**config.mk**
```make
export PLATFORM = sky130hd
export DESIGN_NAME = mux_rr_arbiter
export DESIGN_NICKNAME = d
export VERILOG_FILES = /design/src/rtl/mux_arb_pkg.sv /design/src/rtl/mux.sv /design/src/rtl/mux_rr_arbiter_rr_pick.sv /design/src/rtl/mux_rr_arbiter.sv
export SDC_FILE = /design/constraint.sdc
export NUM_CORES = 1
export LEC_CHECK = 0
export BUFFER_PORTS_ARGS = -buffer_cell sky130_fd_sc_hd__buf_2
export CORE_AREA = 4 4 80 82
export CTS_CLUSTER_DIAMETER = 150
export DETAILED_ROUTE_END_ITERATION = 16
export DIE_AREA = 0 0 84 86
export MAX_ROUTING_LAYER = met4
export PLACE_DENSITY = 0.78
export SLEW_MARGIN = 20
export SYNTH_ARGS = -nofsm -noshare
export SYNTH_HDL_FRONTEND = slang
export SYNTH_SLANG_ARGS = --single-unit
```
**constraint.sdc**
```tcl
create_clock -name i_clk -period 6.5 [get_ports i_clk]
set_clock_uncertainty 0.1 [all_clocks]
set_input_delay 0.65 -clock i_clk [delete_from_list [all_inputs] [get_ports i_clk]]
set_output_delay 0.65 -clock i_clk [all_outputs]
set_load 0.1 [all_outputs]
```
**src/rtl/mux_arb_pkg.sv**
```systemverilog
// Shared types and helpers for the round-robin mux arbiter.
// Optional build macro MUX_ARB_FIXED_PRIO_EN is consumed by rr_pick and mux_rr_arbiter.
package mux_arb_pkg;

  typedef enum logic {
    EMPTY = 1'b0,
    FULL  = 1'b1
  } arb_state_t;

  function automatic int idx_w(input int n);
    return (n <= 1) ? 1 : $clog2(n);
  endfunction

  // Pointer reset value: the last requester, so the first search starts at 0.
  function automatic int last_grant_rst(input int n);
    return n - 1;
  endfunction

endpackage

```
**src/rtl/mux.sv**
```systemverilog
// Plain NUM_INPUTS:1 word mux; an out-of-range select yields zero.
module mux
  import mux_arb_pkg::*;
#(
  parameter int NUM_INPUTS = 6,
  parameter int DATA_WIDTH = 8
) (
  input  logic [idx_w(NUM_INPUTS)-1:0]     i_select,
  input  logic [NUM_INPUTS*DATA_WIDTH-1:0] i_data_bus,
  output logic [DATA_WIDTH-1:0]            o_data
);

  always_comb begin
    o_data = '0;
    for (int k = 0; k < NUM_INPUTS; k++) begin
      if (int'(i_select) == k) o_data = i_data_bus[k*DATA_WIDTH +: DATA_WIDTH];
    end
  end

endmodule

```
**src/rtl/mux_rr_arbiter_rr_pick.sv**
```systemverilog
// Combinational requester picker: round-robin after i_last_grant, or fixed
// lowest-index priority when MUX_ARB_FIXED_PRIO_EN is defined.
module rr_pick
  import mux_arb_pkg::*;
#(
  parameter int NUM_INPUTS = 6
) (
  input  logic [NUM_INPUTS-1:0]        i_req,
  input  logic [idx_w(NUM_INPUTS)-1:0] i_last_grant,
  output logic [NUM_INPUTS-1:0]        o_grant,
  output logic [idx_w(NUM_INPUTS)-1:0] o_grant_idx
);

  localparam int SEL_W = idx_w(NUM_INPUTS);

`ifdef MUX_ARB_FIXED_PRIO_EN
  logic found;

  always_comb begin
    found       = 1'b0;
    o_grant     = '0;
    o_grant_idx = '0;
    for (int k = 0; k < NUM_INPUTS; k++) begin
      if (!found && i_req[k]) begin
        found       = 1'b1;
        o_grant[k]  = 1'b1;
        o_grant_idx = SEL_W'(k);
      end
    end
  end

  logic unused_last_grant;
  assign unused_last_grant = ^i_last_grant;
`else
  logic found;
  int   k;

  // Visit every index once, starting just after the previous winner.
  always_comb begin
    found       = 1'b0;
    o_grant     = '0;
    o_grant_idx = '0;
    k           = 0;
    for (int n = 1; n <= NUM_INPUTS; n++) begin
      k = (int'(i_last_grant) + n) % NUM_INPUTS;
      if (!found && i_req[k]) begin
        found       = 1'b1;
        o_grant[k]  = 1'b1;
        o_grant_idx = SEL_W'(k);
      end
    end
  end
`endif

endmodule

```
**src/rtl/mux_rr_arbiter.sv**
```systemverilog
// Round-robin arbiter sharing one data mux, with a one-word registered output stage.
// MUX_ARB_FIXED_PRIO_EN selects fixed lowest-index priority instead of round-robin.
module mux_rr_arbiter
  import mux_arb_pkg::*;
#(
  parameter int NUM_INPUTS = 6,
  parameter int DATA_WIDTH = 8
) (
  input  logic                             i_clk,
  input  logic                             i_rst,
  input  logic [NUM_INPUTS-1:0]            i_req_valid,
  input  logic [NUM_INPUTS*DATA_WIDTH-1:0] i_data_bus,
  output logic [NUM_INPUTS-1:0]            o_req_ready,
  output logic                             o_valid,
  output logic [DATA_WIDTH-1:0]            o_data,
  output logic [$clog2(NUM_INPUTS)-1:0]    o_src,
  input  logic                             i_ready,
  output logic                             o_dbg_state
);

  // Handshakes: a transfer happens on a rising edge where valid and ready are
  // both high. Upstream ready is one-hot-or-zero; o_valid only drops after
  // i_ready, and o_data/o_src are stable while o_valid && !i_ready.

  localparam int SEL_W = idx_w(NUM_INPUTS);

  arb_state_t             state;
  logic [SEL_W-1:0]       last_grant;
  logic [NUM_INPUTS-1:0]  grant;
  logic [SEL_W-1:0]       grant_idx;
  logic [DATA_WIDTH-1:0]  mux_data;
  logic                   can_load;
  logic                   load;

  rr_pick #(
    .NUM_INPUTS(NUM_INPUTS)
  ) u_pick (
    .i_req       (i_req_valid),
    .i_last_grant(last_grant),
    .o_grant     (grant),
    .o_grant_idx (grant_idx)
  );

  mux #(
    .NUM_INPUTS(NUM_INPUTS),
    .DATA_WIDTH(DATA_WIDTH)
  ) u_mux (
    .i_select  (grant_idx),
    .i_data_bus(i_data_bus),
    .o_data    (mux_data)
  );

  assign can_load    = (state == EMPTY) || i_ready;
  assign o_req_ready = (can_load && !i_rst) ? grant : '0;
  assign load        = |o_req_ready;
  assign o_valid     = (state == FULL);
  assign o_dbg_state = state;

  always_ff @(posedge i_clk or posedge i_rst) begin
    if (i_rst) begin
      state  <= EMPTY;
      o_data <= '0;
      o_src  <= '0;
    end else if (load) begin
      state  <= FULL;
      o_data <= mux_data;
      o_src  <= grant_idx;
    end else if (i_ready) begin
      state  <= EMPTY;
    end
  end

`ifdef MUX_ARB_FIXED_PRIO_EN
  assign last_grant = '0;
`else
  always_ff @(posedge i_clk or posedge i_rst) begin
    if (i_rst)     last_grant <= SEL_W'(last_grant_rst(NUM_INPUTS));
    else if (load) last_grant <= grant_idx;
  end
`endif

endmodule
```
==> impl_results.md <==
* WS Path Type: register to primary output
* # DRC at 0
* Setup crit start: last_grant[0]
* Initial DRC Count at 270
* HPWL after DPL at 7780 um
* Num CTS Buffers at 3
* Htree depth at 1
* Synth cell count leaders: nand2_1, nor2_1, a21oi_1
* Util after Layout at 63.2%
* CP required at roughly 5800 ps
* Core footprint at around 0.0057 sq mm
* EDFF count, synth at 0
* Total wire length at 9820 um
* Number of global-route vias before repair at between 3,000 and 4,000
* Slew at the pin with the worst max-slew slack at 822 ps
* Die height at ~86 um
* Routability cong. at ~1.0
* First-pass GRT wire length at around 16,000 um
* R2R depth at 14
* Post-synth cell types at 80
* Hold buffer count at cts at 0
* Clock Root Buffer: clkbuf_8
* R2R Path Start: last_grant[0]
* Clock Tree Buf Depth at 2
* IO Count at 76
* Post-Layout Cell Count at 548
* Initial core utilization at between 50 and 60%
* Antenna Nets Post-Route at 0
* Synth top area cells: dfrtp_1, ha_1, nand2_1, mux2_2, a211oi_1
* Avg WL per Cell at 17.9 um
* Setup_tns at 0 ps
* Count leader, synth: nand2_1
* Die area at 0.00722 sq mm
* Synth warn at 0
* Crit path to: o_req_ready[2]
* Port Buffers at 75
* CTS tree: yes
* Drt pass-1 iters at 5
* Cell area after synthesis at 0.00312 sq mm
* Final Hold Fails at 0
* Worst R2R Setup Slack at 1030 ps
* DR vias at 3,641
* Global-route usage over all layers at 27.3%
* Final instance area at 0.00363 sq mm
* Maximum Capacitance Violations at 0
* Flops & latches, synth at 14
* Nets at 550
* Post-CTS sizing at 0
* Async S/R FF share, synth at 100%
* Status: finished, final reports clean
* Crit start category: register
* Fmax at ~0.17 GHz
* Antenna violations before repair at 0
* CP arrival at between 5000 and 6000 ps
* Overflow after GRT at 0
* Top_reg_cell synth: dfrtp_1
* Placed Cells at 544
* Syn nets at 487
* Clock-pin slew on the worst setup and hold paths at 60 ps
* Seq/Total Area, Yosys at a little under an eighth
* Postcts setup bufs at 0
* Crit-path max FO at 18
* Rel. slew slack at 44.8%
* Largest net degree at the start of global routing at 23
* Share of cells above drive strength 1 at 27.1%
* Area delta synth->final at 16.4%
* Final period utilization at 90.7%
* R2r endpoint: o_data[5]
* Mean Syn Cell Area at approximately 7.6 sq um
* Post-Syn Instances at 411
* Antenna fix cells at 0
* RSZ-0062 raised after global routing: false
* Final slew viol count at 0
* Crit end category: primary output
* DR vias/cell at 6.64
* FP Rows at 28
* Hold Path Class: input port to asynchronous set/reset pin
* Endpoints failing setup at 0
* Top cell type's share of synthesized area at 9.63%
* Cell Area, Placed at 0.00358 sq mm
* Width of the die at 84 um
* Worst-Skew Late Latency at 250 ps
* Crit path time final at 5900 ps
* CTS Sinks at 14
* Synth area leader: dfrtp_1
==> worst min-delay path by stage <==
stage / start / endpoint / depth (start not counted)
detailed placement: o_src[0] / o_src[0] / 1
finish: i_rst / o_data[2] / 2
global placement: o_src[0] / o_src[0] / 1
floorplan: i_rst / o_data[0] / 1
global route: i_rst / o_dbg_state / 2
CTS: i_rst / o_data[1] / 2
==> placed cells by master (no fill, tap or decap), drive strengths merged, types with 3 or more instances in the layout <==
cell,count
a211oi,17
a21boi,3
a21o,3
a21oi,22
a22oi,3
a2bb2oi,6
and2,11
and3,11
buf,82
clkbuf,4
dfrtp,12
ha,19
inv,14
mux2,13
mux2i,10
nand2,40
nand2b,10
nand3,12
nand4,5
nor2,29
nor3,11
nor4,7
o2111a,5
o2111ai,5
o211ai,3
o21a,4
o21ai,24
o221ai,4
o22ai,8
o31a,4
o31ai,5
o32a,5
o32ai,7
or2,3
or3,5
or3b,4
xnor2,4
==> routing by layer <==
layer / wire [um] / up-vias / GRT usage (%)
li1: - / 1733 / -
met1: 4020 / 1692 / 33.9
met2: 4710 / 184 / 45.7
met3: 795 / 32 / 2.88
met4: 290 / 0 / 10.5
met5: 0 / - / -
==> through the flow <==
stage	setup WS, ps	hold slack [ps]
2_1_floorplan	-171	446
3_3_place_gp	1080	368
3_5_place_dp	949	377
4_1_cts	668	364
5_1_grt	347	388
6_report	605	354
==> kinds of logic (layout without fill, tap and decap cells) <==
kind of cell    Yosys count  count (layout)  synth area share, %
compound gates          154             154                 37.9
fa+ha+maj                19              19                 7.63
flops                    14              14                 11.3
xor+xnor                  6               6                 2.53
buf+inv                  39             101                 5.90
simple gates            156             156                 26.8
mux                      23              23                 7.91
==> critical path, cell delays in order, from the launching register on <==
cell      delay, ps
dfstp_2         770
inv_1           110
ha_1            280
xor2_2          360
inv_2           110
ha_1            300
nand2b_1        180
nor3_2          280
o32a_1          300
a211oi_2        100
or4_1           690
nor3_2          410
a221o_1         290
nor2_1           70
a211oi_2        190
buf_2           460
==> sequential cells by signal (all words and copies together), names as in the netlist <==
name         count
o_data           8
o_src            3
o_dbg_state      1
last_grant       2
==> cell type report <==
| cell class | count | area (sq um) |
|---|---|---|
| well taps | 75 | 93.8 |
| inverters | 15 | 56.3 |
| fillers | 555 | 2120 |
| clock buffers | 4 | 45.0 |
| repair buffers | 82 | 458 |
| flip-flops and latches | 14 | 353 |
| multi-input cells | 358 | 2620 |
Power is left out: the tool's default activity adds up to more than one toggle a clock period on the data nets, which glitch-free logic cannot reach.
